### src/rtl/neuron_mac_seq_if.sv
// Handshake, weight-RAM read and result bundle for neuron_mac_seq.
// The neuron itself connects through the slave modport.
interface neuron_mac_seq_if #(
    parameter int unsigned N      = 8,
    parameter int unsigned ADDR_W = 3,
    parameter int unsigned ACT_W  = 8,
    parameter int unsigned W_W    = 16
);
    logic                    in_valid;
    logic                    in_ready;
    logic [N*ACT_W-1:0]      in_act;
    logic                    ram_read_en;
    logic [ADDR_W-1:0]       ram_read_addr;
    logic [W_W-1:0]          ram_data;
    logic                    out_valid;
    logic                    out_ready;
    logic signed [15:0]      out_sum;
    logic                    out_spike;

    modport slave (
        input  in_valid, in_act, ram_data, out_ready,
        output in_ready, ram_read_en, ram_read_addr, out_valid, out_sum, out_spike
    );

    modport master (
        output in_valid, in_act, ram_data, out_ready,
        input  in_ready, ram_read_en, ram_read_addr, out_valid, out_sum, out_spike
    );
endinterface

### src/rtl/neuron_mac_seq.sv
// One neuron evaluation per transaction: latches N activations, streams N weights from the
// parameter RAM, multiply-accumulates, then presents a saturated Q-shifted sum and spike flag.
module neuron_mac_seq #(
    parameter int unsigned        N      = 8,
    parameter int unsigned        ADDR_W = 3,
    parameter int unsigned        ACT_W  = 8,
    parameter int unsigned        W_W    = 16,
    parameter int unsigned        FRAC   = 8,
    parameter logic signed [15:0] THRESH = 16'sd4
) (
    input logic               clk,
    input logic               rst,
    neuron_mac_seq_if.slave   bus
);
    localparam int unsigned PROD_W = ACT_W + W_W;
    localparam int unsigned ACC_W  = PROD_W + $clog2(N);
    localparam logic signed [ACC_W-1:0] SAT_MAX = ACC_W'(32767);
    localparam logic signed [ACC_W-1:0] SAT_MIN = ACC_W'(-32768);

    typedef enum logic [1:0] {
        IDLE = 2'd0,
        ACC  = 2'd1,
        OUT  = 2'd2
    } state_t;

    state_t                    state;
    state_t                    state_next;
    logic [N-1:0][ACT_W-1:0]   act_q;
    logic [ADDR_W-1:0]         idx;
    logic signed [ACC_W-1:0]   acc;
    logic signed [PROD_W-1:0]  prod_c;
    logic signed [ACC_W-1:0]   acc_sum_c;
    logic signed [ACC_W-1:0]   acc_shr_c;
    logic signed [15:0]        sat_c;
    logic signed [15:0]        out_sum_q;
    logic                      out_spike_q;
    logic                      last_c;

    // Datapath: product of current weight and activation, running sum, output scaling.
    assign last_c    = (idx == ADDR_W'(N - 1));
    assign prod_c    = PROD_W'($signed(bus.ram_data)) * PROD_W'($signed(act_q[idx]));
    assign acc_sum_c = acc + ACC_W'(prod_c);
    assign acc_shr_c = acc_sum_c >>> FRAC;

    always_comb begin
        sat_c = acc_shr_c[15:0];
        if (acc_shr_c > SAT_MAX) begin
            sat_c = 16'sh7FFF;
        end else if (acc_shr_c < SAT_MIN) begin
            sat_c = 16'sh8000;
        end
    end

    always_ff @(posedge clk) begin
        if (rst) begin
            state <= IDLE;
        end else begin
            state <= state_next;
        end
    end

    // Next state and state-decoded handshake/RAM controls.
    always_comb begin
        state_next        = state;
        bus.in_ready      = 1'b0;
        bus.ram_read_en   = 1'b0;
        bus.out_valid     = 1'b0;
        bus.ram_read_addr = idx;
        unique case (state)
            IDLE: begin
                bus.in_ready = 1'b1;
                if (bus.in_valid) state_next = ACC;
            end
            ACC: begin
                bus.ram_read_en = 1'b1;
                if (last_c) state_next = OUT;
            end
            OUT: begin
                bus.out_valid = 1'b1;
                if (bus.out_ready) state_next = IDLE;
            end
            default: state_next = IDLE;
        endcase
    end

    // Operand capture, accumulation and result registers.
    always_ff @(posedge clk) begin
        if (rst) begin
            act_q       <= '0;
            acc         <= '0;
            idx         <= '0;
            out_sum_q   <= '0;
            out_spike_q <= 1'b0;
        end else begin
            unique case (state)
                IDLE: begin
                    if (bus.in_valid) begin
                        act_q <= bus.in_act;
                        acc   <= '0;
                        idx   <= '0;
                    end
                end
                ACC: begin
                    acc <= acc_sum_c;
                    idx <= idx + ADDR_W'(1);
                    if (last_c) begin
                        out_sum_q   <= sat_c;
                        out_spike_q <= (sat_c >= THRESH);
                    end
                end
                default: ;
            endcase
        end
    end

    assign bus.out_sum   = out_sum_q;
    assign bus.out_spike = out_spike_q;
endmodule

### src/flat_wrapper.sv
// flat-port wrapper written by rule: the top's interface ports become plain ports
module neuron_mac_seq_flat 
#(
    parameter int unsigned        N      = 8,
    parameter int unsigned        ADDR_W = 3,
    parameter int unsigned        ACT_W  = 8,
    parameter int unsigned        W_W    = 16,
    parameter int unsigned        FRAC   = 8,
    parameter logic signed [15:0] THRESH = 16'sd4
)
  (clk, rst, bus_in_valid, bus_in_act, bus_ram_data, bus_out_ready, bus_in_ready, bus_ram_read_en, bus_ram_read_addr, bus_out_valid, bus_out_sum, bus_out_spike);
  neuron_mac_seq_if #(.N(N), .ADDR_W(ADDR_W), .ACT_W(ACT_W), .W_W(W_W)) bus_i ();
  input logic clk;
  input logic rst;
  input wire logic [$bits(bus_i.in_valid)-1:0] bus_in_valid;
  input wire logic [$bits(bus_i.in_act)-1:0] bus_in_act;
  input wire logic [$bits(bus_i.ram_data)-1:0] bus_ram_data;
  input wire logic [$bits(bus_i.out_ready)-1:0] bus_out_ready;
  output wire logic [$bits(bus_i.in_ready)-1:0] bus_in_ready;
  output wire logic [$bits(bus_i.ram_read_en)-1:0] bus_ram_read_en;
  output wire logic [$bits(bus_i.ram_read_addr)-1:0] bus_ram_read_addr;
  output wire logic [$bits(bus_i.out_valid)-1:0] bus_out_valid;
  output wire logic [$bits(bus_i.out_sum)-1:0] bus_out_sum;
  output wire logic [$bits(bus_i.out_spike)-1:0] bus_out_spike;
  assign bus_i.in_valid = bus_in_valid;
  assign bus_i.in_act = bus_in_act;
  assign bus_i.ram_data = bus_ram_data;
  assign bus_i.out_ready = bus_out_ready;
  assign bus_in_ready = bus_i.in_ready;
  assign bus_ram_read_en = bus_i.ram_read_en;
  assign bus_ram_read_addr = bus_i.ram_read_addr;
  assign bus_out_valid = bus_i.out_valid;
  assign bus_out_sum = bus_i.out_sum;
  assign bus_out_spike = bus_i.out_spike;
  neuron_mac_seq #(.N(N), .ADDR_W(ADDR_W), .ACT_W(ACT_W), .W_W(W_W), .FRAC(FRAC), .THRESH(THRESH)) u_core (.clk(clk), .rst(rst), .bus(bus_i));
endmodule
### config.mk
export PLATFORM = sky130hd
export DESIGN_NAME = neuron_mac_seq_flat
export DESIGN_NICKNAME = d
export VERILOG_FILES = /design/src/rtl/neuron_mac_seq_if.sv /design/src/rtl/neuron_mac_seq.sv /design/src/flat_wrapper.sv
export SDC_FILE = /design/constraint.sdc
export NUM_CORES = 1
export LEC_CHECK = 0
export CORE_ASPECT_RATIO = 0.9
export CORE_MARGIN = 5
export CORE_UTILIZATION = 55
export DETAILED_ROUTE_END_ITERATION = 10
export PLACE_DENSITY = 0.81
export SETUP_SLACK_MARGIN = 0.1
export SLEW_MARGIN = 20
export SYNTH_ARGS = -nofsm -noshare
export SYNTH_HDL_FRONTEND = slang
export SYNTH_SLANG_ARGS = --single-unit
### constraint.sdc
create_clock -name clk -period 9.2 [get_ports clk]
set_input_delay 1.38 -clock clk [delete_from_list [all_inputs] [get_ports clk]]
set_output_delay 1.38 -clock clk [all_outputs]
set_load 0.05 [all_outputs]
==> flow_summary.yaml <==
outcome:
  status: "finished clean"
floorplan:
  die_area_um2: 21800
  rows: 47
  ioPinCount: 107
  dieWidth_um: 155
  fp.coreArea_um2: 18500
  start_util_pct: 56.2
  die_y_um: 141
power:
  intPower_uw: 1510
  swShare_pct: 41.8
  leakagePower_uw: 0.00536
  seqPwrFrac_pct: 21.8
  p_sw_uw: 1080
  peakVddDrop_mv: 0.143
  power_frac_clock_pct: 26.4
  pwr_density_cell_nw_per_um2: 212
  power_frac_comb_pct: 51.8
sta:
  fin_setup_tns_ns: 0
  period_minus_slack_ns: 7.70
  slew_headroom_pct: 29.0
  rsz0062_at_grt: "no"
  finalCritPeriodShare_pct: 83.6
  setup_viol: 0
  tightestPinTransition_ns: 1.04
  finClkSkew_ns: 0.0134
  slew_viol_final: 0
  hold_violations: 0
  max_freq_mhz: 130
  fin_hold_ws_ns: 0.452
logic_synthesis:
  synthDistinctLibCells: 68
  synth_edf_count: 0
  synth.avg_cell_area_um2: 9.00
  postSynth.asyncResetShare_pct: 0
  ys_warn_count: 0
  synth_top_area_share_pct: 26.9
  seq_area_frac_synth_pct: 21.7
  yosys.area.top_type: "fa_1"
  syn-instance-count: 1157
  yosysMostFrequentCell: "nand2_1"
  synth-main-ff-cell: "dfxtp_1"
  synth.top_cells.by_count: "nand2_1 (210), fa_1 (140), inv_1 (117), a21oi_1 (115), dfxtp_1 (113)"
  synth_seq_cells: 113
  netlist_area_um2: 10400
  syn_nets: 1443
  synth_area_leaders: "fa_1 (27%), dfxtp_1 (22%), nand2_1 (7.6%), ha_1 (7.4%), a21oi_1 (5.5%)"
drt:
  drc: 0
  vias: 8432
  finalWirelength_mm: 26.6
  firstDrtPassIters: 6
  vias_per_cell: 5.66
  final_antenna_net_count: 0
  drt_iter0_markers: 630
  wl_per_cell_um: 17.8
clocking:
  clk_root_buffer_cell: "clkbuf_16"
  cts.htree.levels: 4
  clkSinkCount: 113
  post_cts_resized: 0
  cts_tree: "built"
  numCtsBuffers: 17
  clkTransAtPathRegs_ns: 0.05
  clock_path_buffers: 2
  cts_hold_buf: 0
  postCtsSetupBuffers: 0
  insertion_delay_ns: 0.42
global_routing:
  gr-total-overflow: 0
  track_usage_pct: 25.0
  grt_pass1_wl_mm: 44.1
  grt_pass1_vias: 8874
  antenna_found_initial: 0
  grt_max_degree: 74
cells_and_area:
  fin_nets: 1518
  finalNonFillerCells: 1490
  antenna_cells: 0
  num-fill-cells: 1520
  syn_to_final_growth_pct: 17.4
  drive_above_1_share_pct: 7.47
setup_path:
  critPathArrivalTime_ns: 7.96
  start_kind: "flip-flop"
  cp_max_fo: 16
  end_kind: "flip-flop"
  crit_required_ns: 9.47
  crit_type: "flip-flop to flip-flop"
placed_design:
  hpwl_mm: 20.0
  placed_cells: 1458
  gp_congestion: 0.885
  io_buffers: 106
hold_path:
  min_path_type: "flip-flop to flip-flop"
flow_run:
  max_cap_violations: 0
layer usage:
layer / GRT usage, % / up-vias / wire length [µm]
met5: 0 / - / 0
met4: 8.36 / 0 / 930
met3: 5.79 / 60 / 1820
met2: 42.1 / 280 / 13100
met1: 31.9 / 4159 / 10700
li1: - / 3933 / -
critical path, stage by stage, from the launching register on:
cell      delay (ns)
dfxtp_1         0.62
buf_4           0.32
mux4_2          0.54
mux2_2          0.45
and2_1          0.49
fa_1            0.63
inv_1           0.05
fa_1            0.50
inv_1           0.05
fa_1            0.46
fa_1            0.50
ha_1            0.32
ha_1            0.37
a21oi_1         0.30
or3b_2          0.50
nor3_1          0.15
mux2i_1         0.11
nand4_2         0.12
o211ai_1        0.17
a21oi_2         0.70
a211oi_2        0.17
cell type report:
type                            instances  area [µm²]  area share [%]
Multi-Input combinational cell        864        7450            60.9
Clock buffer                           18         439            3.59
Timing Repair Buffer                  119        1160            9.45
Tap cell                              245         307            2.51
Sequential cell                       113        2260            18.5
Inverter                              117         439            3.59
Clock inverter                         14         180            1.47
placed cells by master (no fill, tap or decap), types with 4 or more instances in the layout:
| master | instances |
|---|---|
| clkbuf_16 | 17 |
| clkdlybuf4s50_1 | 105 |
| a211oi_1 | 8 |
| buf_4 | 14 |
| mux4_2 | 16 |
| nand2_1 | 209 |
| ha_1 | 62 |
| nand2b_1 | 19 |
| and2_1 | 6 |
| nand3_1 | 32 |
| a31oi_1 | 5 |
| xnor2_1 | 13 |
| nor2b_1 | 65 |
| a211oi_2 | 9 |
| o211ai_1 | 7 |
| clkinvlp_4 | 5 |
| o21ai_0 | 14 |
| nor3_1 | 7 |
| fa_1 | 140 |
| nand4_1 | 5 |
| mux2i_1 | 8 |
| xor2_1 | 8 |
| dfxtp_1 | 113 |
| a21oi_1 | 115 |
| or3_1 | 4 |
| a21o_1 | 8 |
| nor2_1 | 50 |
| inv_1 | 117 |
cell families after synthesis:
logic type	after synthesis	synth area share (%)
mux	26	4.44
compound gates	196	12.1
buf+inv	180	6.85
fa+ha+maj	202	34.3
xor+xnor	22	1.92
flops	113	21.7
simple gates	418	18.7
per-stage QoR:
stage | util, % | power [µW] | setup WS (ns) | area [µm²]
floorplan | - | 1620 | 1.80 | 10400
global placement | 62.7 | 1860 | 1.61 | 11600
detailed placement | 62.7 | 1900 | 1.39 | 11600
CTS | 66.0 | 2590 | 1.48 | 12200
global route | 66.0 | 2800 | 0.989 | 12200
finish | 66.0 | 2590 | 1.50 | 12200
flip-flops by register name (all words and copies together) (netlist names):
name and cells:
u_core.act_q 64, u_core.acc 27, u_core.bus.out_sum 16, u_core.bus.ram_read_addr 3, u_core.state 2, u_core.bus.out_spike 1
power groups by stage:
stage	clock network, µW	registers (µW)	logic, µW
2_1_floorplan	0	561	1060
3_3_place_gp	0	571	1290
3_5_place_dp	0	573	1320
4_1_cts	688	563	1340
5_1_grt	716	567	1520
6_report	685	563	1340
path summary, 6_finish.rpt:
check	cells past startpoint	startpoint	slack, ns	endpoint
hold reg to reg	2	u_core.act_q[14]	0.45	u_core.act_q[14]
setup reg to reg	20	u_core.bus.ram_read_addr[0]	1.50	u_core.bus.out_sum[14]
hold / removal	2	u_core.act_q[14]	0.45	u_core.act_q[14]
setup / recovery	20	u_core.bus.ram_read_addr[0]	1.50	u_core.bus.out_sum[14]
No activity file was read; power rests on OpenSTA's default activity.
